==> src/rtl/mux_arb_pkg.sv <==
// Shared definitions for the 8-way round-robin mux arbiter.
// Contents: requester count, select width, FSM state enum, one-hot helper.
// No logic here; imported by rr_pick8 and mux8_rr_arbiter.
package mux_arb_pkg;

  localparam int NUM_REQ = 8;
  localparam int SEL_W   = 3;

  typedef enum logic {
    IDLE  = 1'b0,
    GRANT = 1'b1
  } arb_state_t;

  // Decode a requester index into its one-hot grant vector.
  function automatic logic [NUM_REQ-1:0] onehot8(input logic [SEL_W-1:0] idx);
    return NUM_REQ'(1) << idx;
  endfunction

endpackage

==> src/rtl/rr_pick8.sv <==
// Round-robin pick: first set req bit searching last+1, last+2, ... (mod 8).
// Latency: purely combinational, zero cycles.
// Backpressure: none; evaluates every cycle.
// Ports: req[7:0] request vector, last[2:0] previous holder (lowest priority),
//        pick[2:0] chosen index (valid when any=1), any = |req.
module rr_pick8
  import mux_arb_pkg::*;
(
  input  logic [NUM_REQ-1:0] req,
  input  logic [SEL_W-1:0]   last,
  output logic [SEL_W-1:0]   pick,
  output logic               any
);

  logic [SEL_W-1:0]     start;
  logic [2*NUM_REQ-1:0] dbl;
  logic [NUM_REQ-1:0]   rot;
  logic [SEL_W-1:0]     enc;

  // Rotate so that bit 0 of rot is requester last+1; the old holder lands in bit 7.
  assign start = last + SEL_W'(1);
  assign dbl   = {req, req} >> start;
  assign rot   = dbl[NUM_REQ-1:0];
  assign any   = |req;

  // Lowest set bit of the rotated vector wins; scanning downward lets it overwrite.
  always_comb begin
    enc = '0;
    for (int i = NUM_REQ - 1; i >= 0; i--) begin
      if (rot[i]) enc = SEL_W'(i);
    end
  end

  // Un-rotate back into absolute requester numbering (wraps mod 8).
  assign pick = start + enc;

endmodule

==> src/rtl/mux8_rr_arbiter.sv <==
// Round-robin arbiter sharing one 8:1 single-bit mux; each grant lasts up to HOLD_CYCLES.
// Latency: req -> gnt/sel3/busy 1 cycle; gnt -> out/valid 1 further cycle.
// Backpressure: none; requests are level-sensitive and simply wait for their turn.
// Ports: clk, rst (sync, active-high), req[7:0], in8[7:0] in;
//        gnt[7:0] one-hot grant, sel3[2:0] mux select, busy, out (steered bit), valid out.
module mux8_rr_arbiter
  import mux_arb_pkg::*;
#(
  parameter  int HOLD_CYCLES = 4,
  localparam int CNT_W       = (HOLD_CYCLES > 1) ? $clog2(HOLD_CYCLES) : 1
) (
  input  logic               clk,
  input  logic               rst,
  input  logic [NUM_REQ-1:0] req,
  input  logic [NUM_REQ-1:0] in8,
  output logic [NUM_REQ-1:0] gnt,
  output logic [SEL_W-1:0]   sel3,
  output logic               busy,
  output logic               out,
  output logic               valid
);

  localparam logic [CNT_W-1:0] CNT_LOAD = CNT_W'(HOLD_CYCLES - 1);

  arb_state_t         state_q, state_d;
  logic [NUM_REQ-1:0] gnt_q,   gnt_d;
  logic [SEL_W-1:0]   sel3_q,  sel3_d;
  logic [SEL_W-1:0]   last_q,  last_d;
  logic [CNT_W-1:0]   cnt_q,   cnt_d;
  logic               busy_q,  busy_d;
  logic               out_q,   out_d;
  logic               valid_q, valid_d;

  logic [SEL_W-1:0]   pick;
  logic               any;

  rr_pick8 u_pick (
    .req  (req),
    .last (last_q),
    .pick (pick),
    .any  (any)
  );

  always_comb begin
    state_d = state_q;
    gnt_d   = gnt_q;
    sel3_d  = sel3_q;
    last_d  = last_q;
    cnt_d   = cnt_q;
    busy_d  = busy_q;

    // Output stage steers with the select currently on the register, so the
    // bit seen downstream is in8[sel3] one cycle after the grant appears.
    out_d   = busy_q ? in8[sel3_q] : 1'b0;
    valid_d = busy_q;

    unique case (state_q)
      IDLE: begin
        if (any) begin
          state_d = GRANT;
          gnt_d   = onehot8(pick);
          sel3_d  = pick;
          last_d  = pick;
          cnt_d   = CNT_LOAD;
          busy_d  = 1'b1;
        end
      end
      GRANT: begin
        if (req[sel3_q] && (cnt_q != '0)) begin
          cnt_d = cnt_q - CNT_W'(1);
        end else if (any) begin
          // Back-to-back re-pick; a sole requester picks itself again because
          // the search wraps all the way round to last.
          gnt_d  = onehot8(pick);
          sel3_d = pick;
          last_d = pick;
          cnt_d  = CNT_LOAD;
        end else begin
          // sel3 and last keep their values while idle.
          state_d = IDLE;
          gnt_d   = '0;
          cnt_d   = '0;
          busy_d  = 1'b0;
        end
      end
      default: state_d = IDLE;
    endcase
  end

  always_ff @(posedge clk) begin
    if (rst) begin
      state_q <= IDLE;
      gnt_q   <= '0;
      sel3_q  <= '0;
      last_q  <= SEL_W'(NUM_REQ - 1);  // requester 0 gets first priority
      cnt_q   <= '0;
      busy_q  <= 1'b0;
      out_q   <= 1'b0;
      valid_q <= 1'b0;
    end else begin
      state_q <= state_d;
      gnt_q   <= gnt_d;
      sel3_q  <= sel3_d;
      last_q  <= last_d;
      cnt_q   <= cnt_d;
      busy_q  <= busy_d;
      out_q   <= out_d;
      valid_q <= valid_d;
    end
  end

  assign gnt   = gnt_q;
  assign sel3  = sel3_q;
  assign busy  = busy_q;
  assign out   = out_q;
  assign valid = valid_q;

endmodule

==> config.mk <==
export PLATFORM = sky130hd
export DESIGN_NAME = mux8_rr_arbiter
export DESIGN_NICKNAME = d
export VERILOG_FILES = /design/src/rtl/mux_arb_pkg.sv /design/src/rtl/rr_pick8.sv /design/src/rtl/mux8_rr_arbiter.sv
export SDC_FILE = /design/constraint.sdc
export NUM_CORES = 1
export LEC_CHECK = 0
export CORE_MARGIN = 4
export CORE_UTILIZATION = 40
export CTS_CLUSTER_DIAMETER = 200
export DETAILED_ROUTE_END_ITERATION = 8
export HOLD_SLACK_MARGIN = 0.02
export PLACE_DENSITY = 0.63
export SLEW_MARGIN = 0
export SYNTH_ARGS = -nofsm -noshare
export SYNTH_HDL_FRONTEND = slang
export SYNTH_HIERARCHICAL = 1
export SYNTH_SLANG_ARGS = --single-unit
==> constraint.sdc <==
create_clock -name clk -period 3.9 [get_ports clk]
set_clock_uncertainty 0.2 [all_clocks]
set_input_delay 0.585 -clock clk [delete_from_list [all_inputs] [get_ports clk]]
set_output_delay 0.585 -clock clk [all_outputs]
set_load 0.01 [all_outputs]
# Yosys cells after proc, flatten, opt, wreduce, memory -nomap -nowiden
# Index checks and enable logic that the tools add are counted.
# totals
inputBits	18
out_inout_bits	14
reg_bits	20
wordCells	58
# classes
bitwise	2
order_cmp	1
n_eq_ne	3
n_reduce_logical	6
muxes	33
shift	2
add_sub_neg	3
# op_table
op	n
$mux 3	12
$mux 8	3
$pmux 8 s2	1
$shr 16x3->8	1
$pmux 3 s2	2
$reduce_or 8->1	1
$shl 1x3->8 const A	1
$mux 1	7
$bmux 1 s3	2
$mux 2	3
$ne 2x2->1 const B	3
$lt 3x4->1 const B	1
$pmux 1 s2	2
$pmux 2 s2	1
$add 3x1->3 const B	1
$add 3x3->3	1
$reduce_and 3->1	1
$not 1->1	2
$reduce_and 2->1	1
$reduce_bool 2->1	1
$reduce_or 2->1	1
$sub 2x1->2 const B	1
$logic_and 1x1->1	1

# Depth between registers and ports, before layout
# logic_depth
ltp_word	15
mapped_depth	13
mapped_depth_nobuf	12

# Cells and area by module
# The synthesis kept the hierarchy.
# by_module_without_submodules
module	area_per_inst_um2	cells_per_inst	seq_area_each_um2	instances
mux8_rr_arbiter	1039.7	102	400.4	1
rr_pick8	460.4	45	0.0	1

# Worst setup path after synthesis
# OpenSTA, ideal clock, no wires.
# synth_path
path_kind	input -> register
from	in req[2]
to	reg gnt_q[0], in the netlist gnt[0]
cell_stages	11
setup_slack_ns	0.317
t_arrival_ns	3.291
n_path_buf	0
cell_sequence	mux4_1 > nand2b_1 > a2111oi_1 > nor3_1 > o31ai_1 > ha_1 > inv_1 > fa_1 > xnor2_1 > or2_2 > o32ai_1
# synth_between
elab_chain_len	14
# synth_rtl
element	line_no	rtl
start, declared	mux8_rr_arbiter.sv:14	input logic [NUM_REQ-1:0] req,
$shr 16x3->8 *	rr_pick8.sv:22	assign dbl = {req, req} >> start;
$mux 3 (7 in a row)	rr_pick8.sv:30	if (rot[i]) enc = SEL_W'(i);
$mux 3 *	rr_pick8.sv:30	
$add 3x3->3 *	rr_pick8.sv:35	assign pick = start + enc;
net pick[2]	mux8_rr_arbiter.sv:34	logic [SEL_W-1:0] pick;
$shl 1x3->8 *	mux_arb_pkg.sv:16	return NUM_REQ'(1) << idx;
$mux 8	mux8_rr_arbiter.sv:71	end else if (any) begin
$mux 8	mux8_rr_arbiter.sv:69	if (req[sel3_q] && (cnt_q != '0)) begin
$pmux 8 s2 *	mux8_rr_arbiter.sv:57	unique case (state_q)
end signal, assigned	mux8_rr_arbiter.sv:102	gnt_q <= gnt_d;
end, declared	mux8_rr_arbiter.sv:26	logic [NUM_REQ-1:0] gnt_q, gnt_d;
# The timed path passes the listed nets; every way through them passes the cells marked *. The select of a mux whose other input is x is not followed.
# A chain may end at the register's enable or synchronous reset.

# Worst setup path in the final report
# layout_path
from	reg last_q[1]
to	reg gnt_q[7], in the netlist gnt[7]
# layout_between
elab_chain_len	15
# layout_rtl
element	line_no	rtl
start, declared	mux8_rr_arbiter.sv:28	logic [SEL_W-1:0] last_q, last_d;
start signal, assigned	mux8_rr_arbiter.sv:95	last_q <= SEL_W'(NUM_REQ - 1);
start signal, assigned	mux8_rr_arbiter.sv:104	last_q <= last_d;
$add 3x1->3 *	rr_pick8.sv:21	assign start = last + SEL_W'(1);
$shr 16x3->8	rr_pick8.sv:22	
$mux 3 (8 in a row)	rr_pick8.sv:30	
$add 3x3->3 *	rr_pick8.sv:35	
net pick[1]	mux8_rr_arbiter.sv:34	
$shl 1x3->8 *	mux_arb_pkg.sv:16	
$mux 8	mux8_rr_arbiter.sv:71	
$mux 8	mux8_rr_arbiter.sv:69	
$pmux 8 s2 *	mux8_rr_arbiter.sv:57	
# Marks and branches as above.

==> out/metrics.cfg <==
[critical_path]
crit_chain=ha_2 > buf_4 > mux4_2 > or2_2 > o21ai_0 > a211oi_1 > a31oi_1 > fa_2 > inv_1 > buf_4 > nand2_1 > o32ai_1
r2r_start=last_q[1]
worstReg2RegEnd=gnt[7]
cpMaxStageDelayCell=mux4_2
crit_start=last_q[1]
crit_path_frequent_cell=buf_4
path_max_fanout=5
cp.depth=12
cp_slowest_stage_delay_ps=560
crit_family=compound AO/OA/AOI/OAI gates
ff2ff_path_depth=12
path_class=register to register
endpoint=gnt[7]
r2r_slack_ps=90
cp-end-kind=register
required_ps=3860
critical_path_arrival_ps=3770
startpoint_type=register
critical_path_buf_inv_count=3

[cts]
clkTransAtPathRegs_ps=80
ctsHoldBuffers=0
clockBufferDepth=2
cts_root_buf=clkbuf_8
cts-htree-levels=1
cts_tree=done
cts.sinks=20
insertion_delay_ps=260
cts_setup_buffers=0
cts_buffers=3

[logic_synthesis]
synth_seq_area_share_pct=26.69
ys.flop_type=dfxtp_1
synth_cell_type_count=48
ys.warnings.count=6
syn-instance-count=147
netlist_area_sq_um=1500
synth-seq-cells=20
synth_edf_count=0
postSynth.asyncResetShare_pct=0
syn_nets=170
avgSynthCellArea_sq_um=10.21

[floorplan]
core_area_sq_um=3468
initial_core_util_pct=43.25
rows=21
dieHeight_microns=69.24
ioPinCount=32
fp.dieW_microns=69.24
dieArea_sq_um=4794

[global_routing]
grt_pass1_wl_microns=6789
grt_overflow=0
antenna_found_initial=0
grt_usage_pct=16.97
grt_max_degree=18
grt_pass1_vias=1486

[status]
outcome=complete, no violations

[pwr]
ir_drop_uv=383.6
p_leak_nw=0.8486
power_density_nw_per_um2=916.4

[routing]
wl_met1_microns=1698
wl_met2_microns=2149
viasPerCell=5.653
drt_wl_total_microns=4019
wl_per_cell_microns=16.40
ant_nets=0
via_count=1385
top_layer=met4
met3_length_microns=83
dr.first_iter.drc_count=59
first_pass_iters=4
drc_errors=0

[placed_design]
gp_congestion=0.8025
port_buffers=31
postPlaceCellArea_sq_um=1992
place.detailed.hpwl_microns=3068

[sta]
final_hold_viol_count=0
final_max_slew_viol_count=0
tightest_slew_ps=486.8
fin_crit_ps=3811
setup_viol=0
relSlewSlack_pct=67.45
max_freq_ghz=0.2624
post-route-period-util_pct=97.71
whs_ps=280.6
fin_setup_tns_ps=0

[final_layout]
areaGrowthSynthToFinish_pct=41.87
layout_commonest_cell=clkdlybuf4s50_1
final_cell_mix=clkdlybuf4s50_1 (24), buf_4 (22), dfxtp_1 (20)
drive_above_1_share_pct=29.65
antenna-diode-count=0
stdcell_area_sq_um=2128
fin_util_pct=61.36
nNetsFinal=223

[worst_hold_path]
hold_start=gnt[3]
min_path_type=register to register

[flow_run]
drv_cap=0

-- synth_stat cells (2+ instances only) --
| library cell | number | area [sq um] |
|---|---|---|
| nor4_1 | 2 | 12.51 |
| o31ai_1 | 2 | 15.01 |
| buf_6 | 3 | 33.78 |
| dfxtp_1 | 20 | 400.4 |
| o32ai_1 | 9 | 78.83 |
| clkbuf_1 | 2 | 7.510 |
| inv_1 | 14 | 52.55 |
| mux2i_1 | 6 | 60.06 |
| nor2_1 | 7 | 26.28 |
| a2111oi_2 | 2 | 30.03 |
| o211ai_1 | 5 | 37.54 |
| nand2b_1 | 4 | 25.02 |
| a21oi_1 | 2 | 10.01 |
| mux4_1 | 8 | 210.2 |
| nand2_1 | 17 | 63.81 |
| nor3_1 | 3 | 15.01 |
| nor2b_1 | 4 | 25.02 |
| ha_1 | 4 | 50.05 |
| mux4_2 | 2 | 45.04 |
| or2_2 | 3 | 18.77 |
-- per-layer routing --
layer | vias to the layer above | global-route usage [%]
met5 | - | 0
met4 | 0 | 5.206
met3 | 8 | 2.609
met2 | 23 | 31.04
met1 | 683 | 20.18
li1 | 671 | -
-- worst min-delay path by stage --
stage,endpoint,cells after the start
final,gnt[3],2
after CTS,gnt[0],2
after global routing,gnt[5],2
after detailed placement,gnt[0],2
after floorplan,last_q[1],2
after global placement,gnt[7],2
-- through the flow --
step | setup slack [ps] | power [W] | cells
global placement | -311.2 | 0.001525 | 241
floorplan | 317.0 | 0.001133 | 147
finish | 89.27 | 0.001950 | 245
CTS | 20.45 | 0.001892 | 245
detailed placement | -506.1 | 0.001557 | 241
global route | -42.54 | 0.002106 | 245
-- power breakdown --
| group | internal, W | total, W | switching (W) |
|---|---|---|---|
| Combinational | 0.000765 | 0.00150 | 0.000733 |
| Sequential | 0.000253 | 0.000295 | 0.0000416 |
| Clock | 0.0000899 | 0.000158 | 0.0000684 |
| Total | 0.00111 | 0.00195 | 0.000843 |
-- registers in the layout, indices dropped and copies added, names as in the netlist --
signal / cells
busy: 1
cnt_q: 2
gnt: 8
last_q: 3
out: 1
sel3: 3
state_q: 1
valid: 1
-- worst min-delay path, stage by stage (launching register included) --
cell and delay, ps:
dfxtp_1 320, nand2_1 50, o32ai_1 70
-- kinds of logic after synthesis --
family / count (synthesis) / synth area share, %
flops: 20 / 26.69
buf+inv: 20 / 6.505
simple gates: 46 / 15.01
compound gates: 36 / 23.27
fa+ha+maj: 6 / 5.421
xor+xnor: 2 / 1.168
mux: 17 / 21.93
-- layout make-up --
cell class | count | area (sq um)
clock buffers | 4 | 55.05
fillers | 330 | 1340
inverters | 15 | 56.30
multi-input cells | 107 | 1089
flip-flops and latches | 20 | 400.4
well taps | 46 | 57.56
repair buffers | 53 | 470.5
-- what timing repair did --
item                                    in CTS  in global routing
hold endpoints to repair                     0                  0
gates resized for setup                     20                  7
endpoints found under the setup margin      10                 10
pin swaps                                    2                  3
(Power assumes the default switching activity.)
==> patch (config.mk and constraints unchanged) <==
`HOLD_CYCLES`: 4 -> 2.
--- a/src/rtl/mux8_rr_arbiter.sv
+++ b/src/rtl/mux8_rr_arbiter.sv
@@ -7,5 +7,5 @@
   import mux_arb_pkg::*;
 #(
-  parameter  int HOLD_CYCLES = 4,
+  parameter  int HOLD_CYCLES = 2,
   localparam int CNT_W       = (HOLD_CYCLES > 1) ? $clog2(HOLD_CYCLES) : 1
 ) (
Check against the original RTL: not equivalent (Yosys sat finds a counterexample within 4 cycles, from zero or initial values and one cycle with rst high).
==> patch against the unedited design <==
Combinational power down 3%; area after synthesis down 4.6%; synthesized cell count down 7.5%; sequential cell count down 1; non-clock buffer count down 2; worst hold slack about the same; design area down 3.8%; first-iteration DRC count up 31%; setup slack better by 2.9 ps; routed wire length down 10%; power down 5.3%; highest routed layer unchanged.
==> patch: results <==
group,metric,value,unit
detailed_routing,route.layer.met1.wl,1630,um
clock_network,cts.repair.resized,5,
critical_path,cp-startpoint,"req[2]",
detailed_routing,highest_layer,"met4",
global_routing,grt_pass1_wl,5820,um
final_layout,seq_cell_count,19,
final_layout,buffer_area_share,23.1,%
final_layout,clkbuf_count,3,
critical_path,r2r-start,"last_q[0]",
final_layout,nNonClkInverters,12,
detailed_routing,vias_per_cell,5.71,
global_routing,antenna_found_initial,0,
detailed_routing,wl_met3,155,um
detailed_routing,wl_per_cell,15.6,um
logic_synthesis,yosys-top-cells-area,"dfxtp_1, mux4_1, o32ai_1",
status,outcome,"completed",
place,dpl.hpwl,2690,um
final_layout,nets,209,
global_routing,grtUsageMet1,22.1,%
critical_path,crit_arrival,3820,ps
timing,worstMarginPinSlew,481,ps
hold_path,hold_end,"gnt[7]",
critical_path,crit_type,"in -> reg",
clock_network,clkTransAtPathRegs,110,ps
critical_path,critPathMaxStageDelay,500,ps
detailed_routing,met2WireLength,1810,um
critical_path,cp_max_fo,4,
critical_path,r2r_slack,150,ps
final_layout,clock_area_share,1.34,%
global_routing,grt_use_met3,4.11,%
logic_synthesis,synth_fp_nets,158,
logic_synthesis,yosysSeqAreaShare,26.6,%
global_routing,grt_util_met2,27.8,%
hold_path,holdCritStartpoint,"gnt[7]",
power,ir_drop,0.443,mV
logic_synthesis,netlist-cell-type-count,42,
clock_network,ctsHtreeMaxLevel,1,
critical_path,r2r_cells,13,
final_layout,n_fill_cell,307,
detailed_routing,drt_iter0_drc,77,
final_layout,multi_input_cells,100,
critical_path,reg2reg_to,"gnt[2]",
global_routing,grt_max_degree,19,
final_layout,nNonClkBuffers,51,
global_routing,grtUsageTotal,16.6,%
power,p_leak,0.826,nW
clock_network,root_buffer,"clkbuf_4",
final_layout,sh_seq_area,18.6,%
place,routabilityCongestion,0.766,
final_layout,multi_input_area_share,52.0,%
logic_synthesis,ys_dominant_reg_cell,"dfxtp_1",
clock_network,insertion_delay,300,ps
logic_synthesis,ys_top_cells_by_count,"dfxtp_1, nand2_1, inv_1",
final_layout,drive_gt1_share,30.1,%
-- patch: report_power, final --
group	switching (mW)	internal (mW)
logic	0.691	0.768
registers	0.0467	0.243
clock network	0.0619	0.0382
total	0.799	1.05
-- patch: through the flow --
step                      instances  power, mW  hold slack [ps]  instance area [sq um]  worst slack [ps]
after CTS                       230       1.62              282                   1940              8.68
after global routing            232       2.01              313                   2050             -43.5
final                           232       1.85              281                   2050              92.1
after global placement          226       1.46              256                   1890              -379
after detailed placement        226       1.47              264                   1890              -412
after floorplan                 136       1.11              269                   1430               317
-- patch: kinds of logic (layout without fill, tap and decap cells) --
kind of cell               count (synthesis)  count (layout)  synth area share, %
and+or+nand+nor                           43              43                 14.9
adders and majority gates                  5               5                 4.81
AOI/OAI and AO/OA                         33              33                 22.6
DFF                                       19              19                 26.6
xor gates and xnor gates                   2               2                 1.22
buffers and inverters                     17              67                 6.03
muxes                                     17              17                 23.9
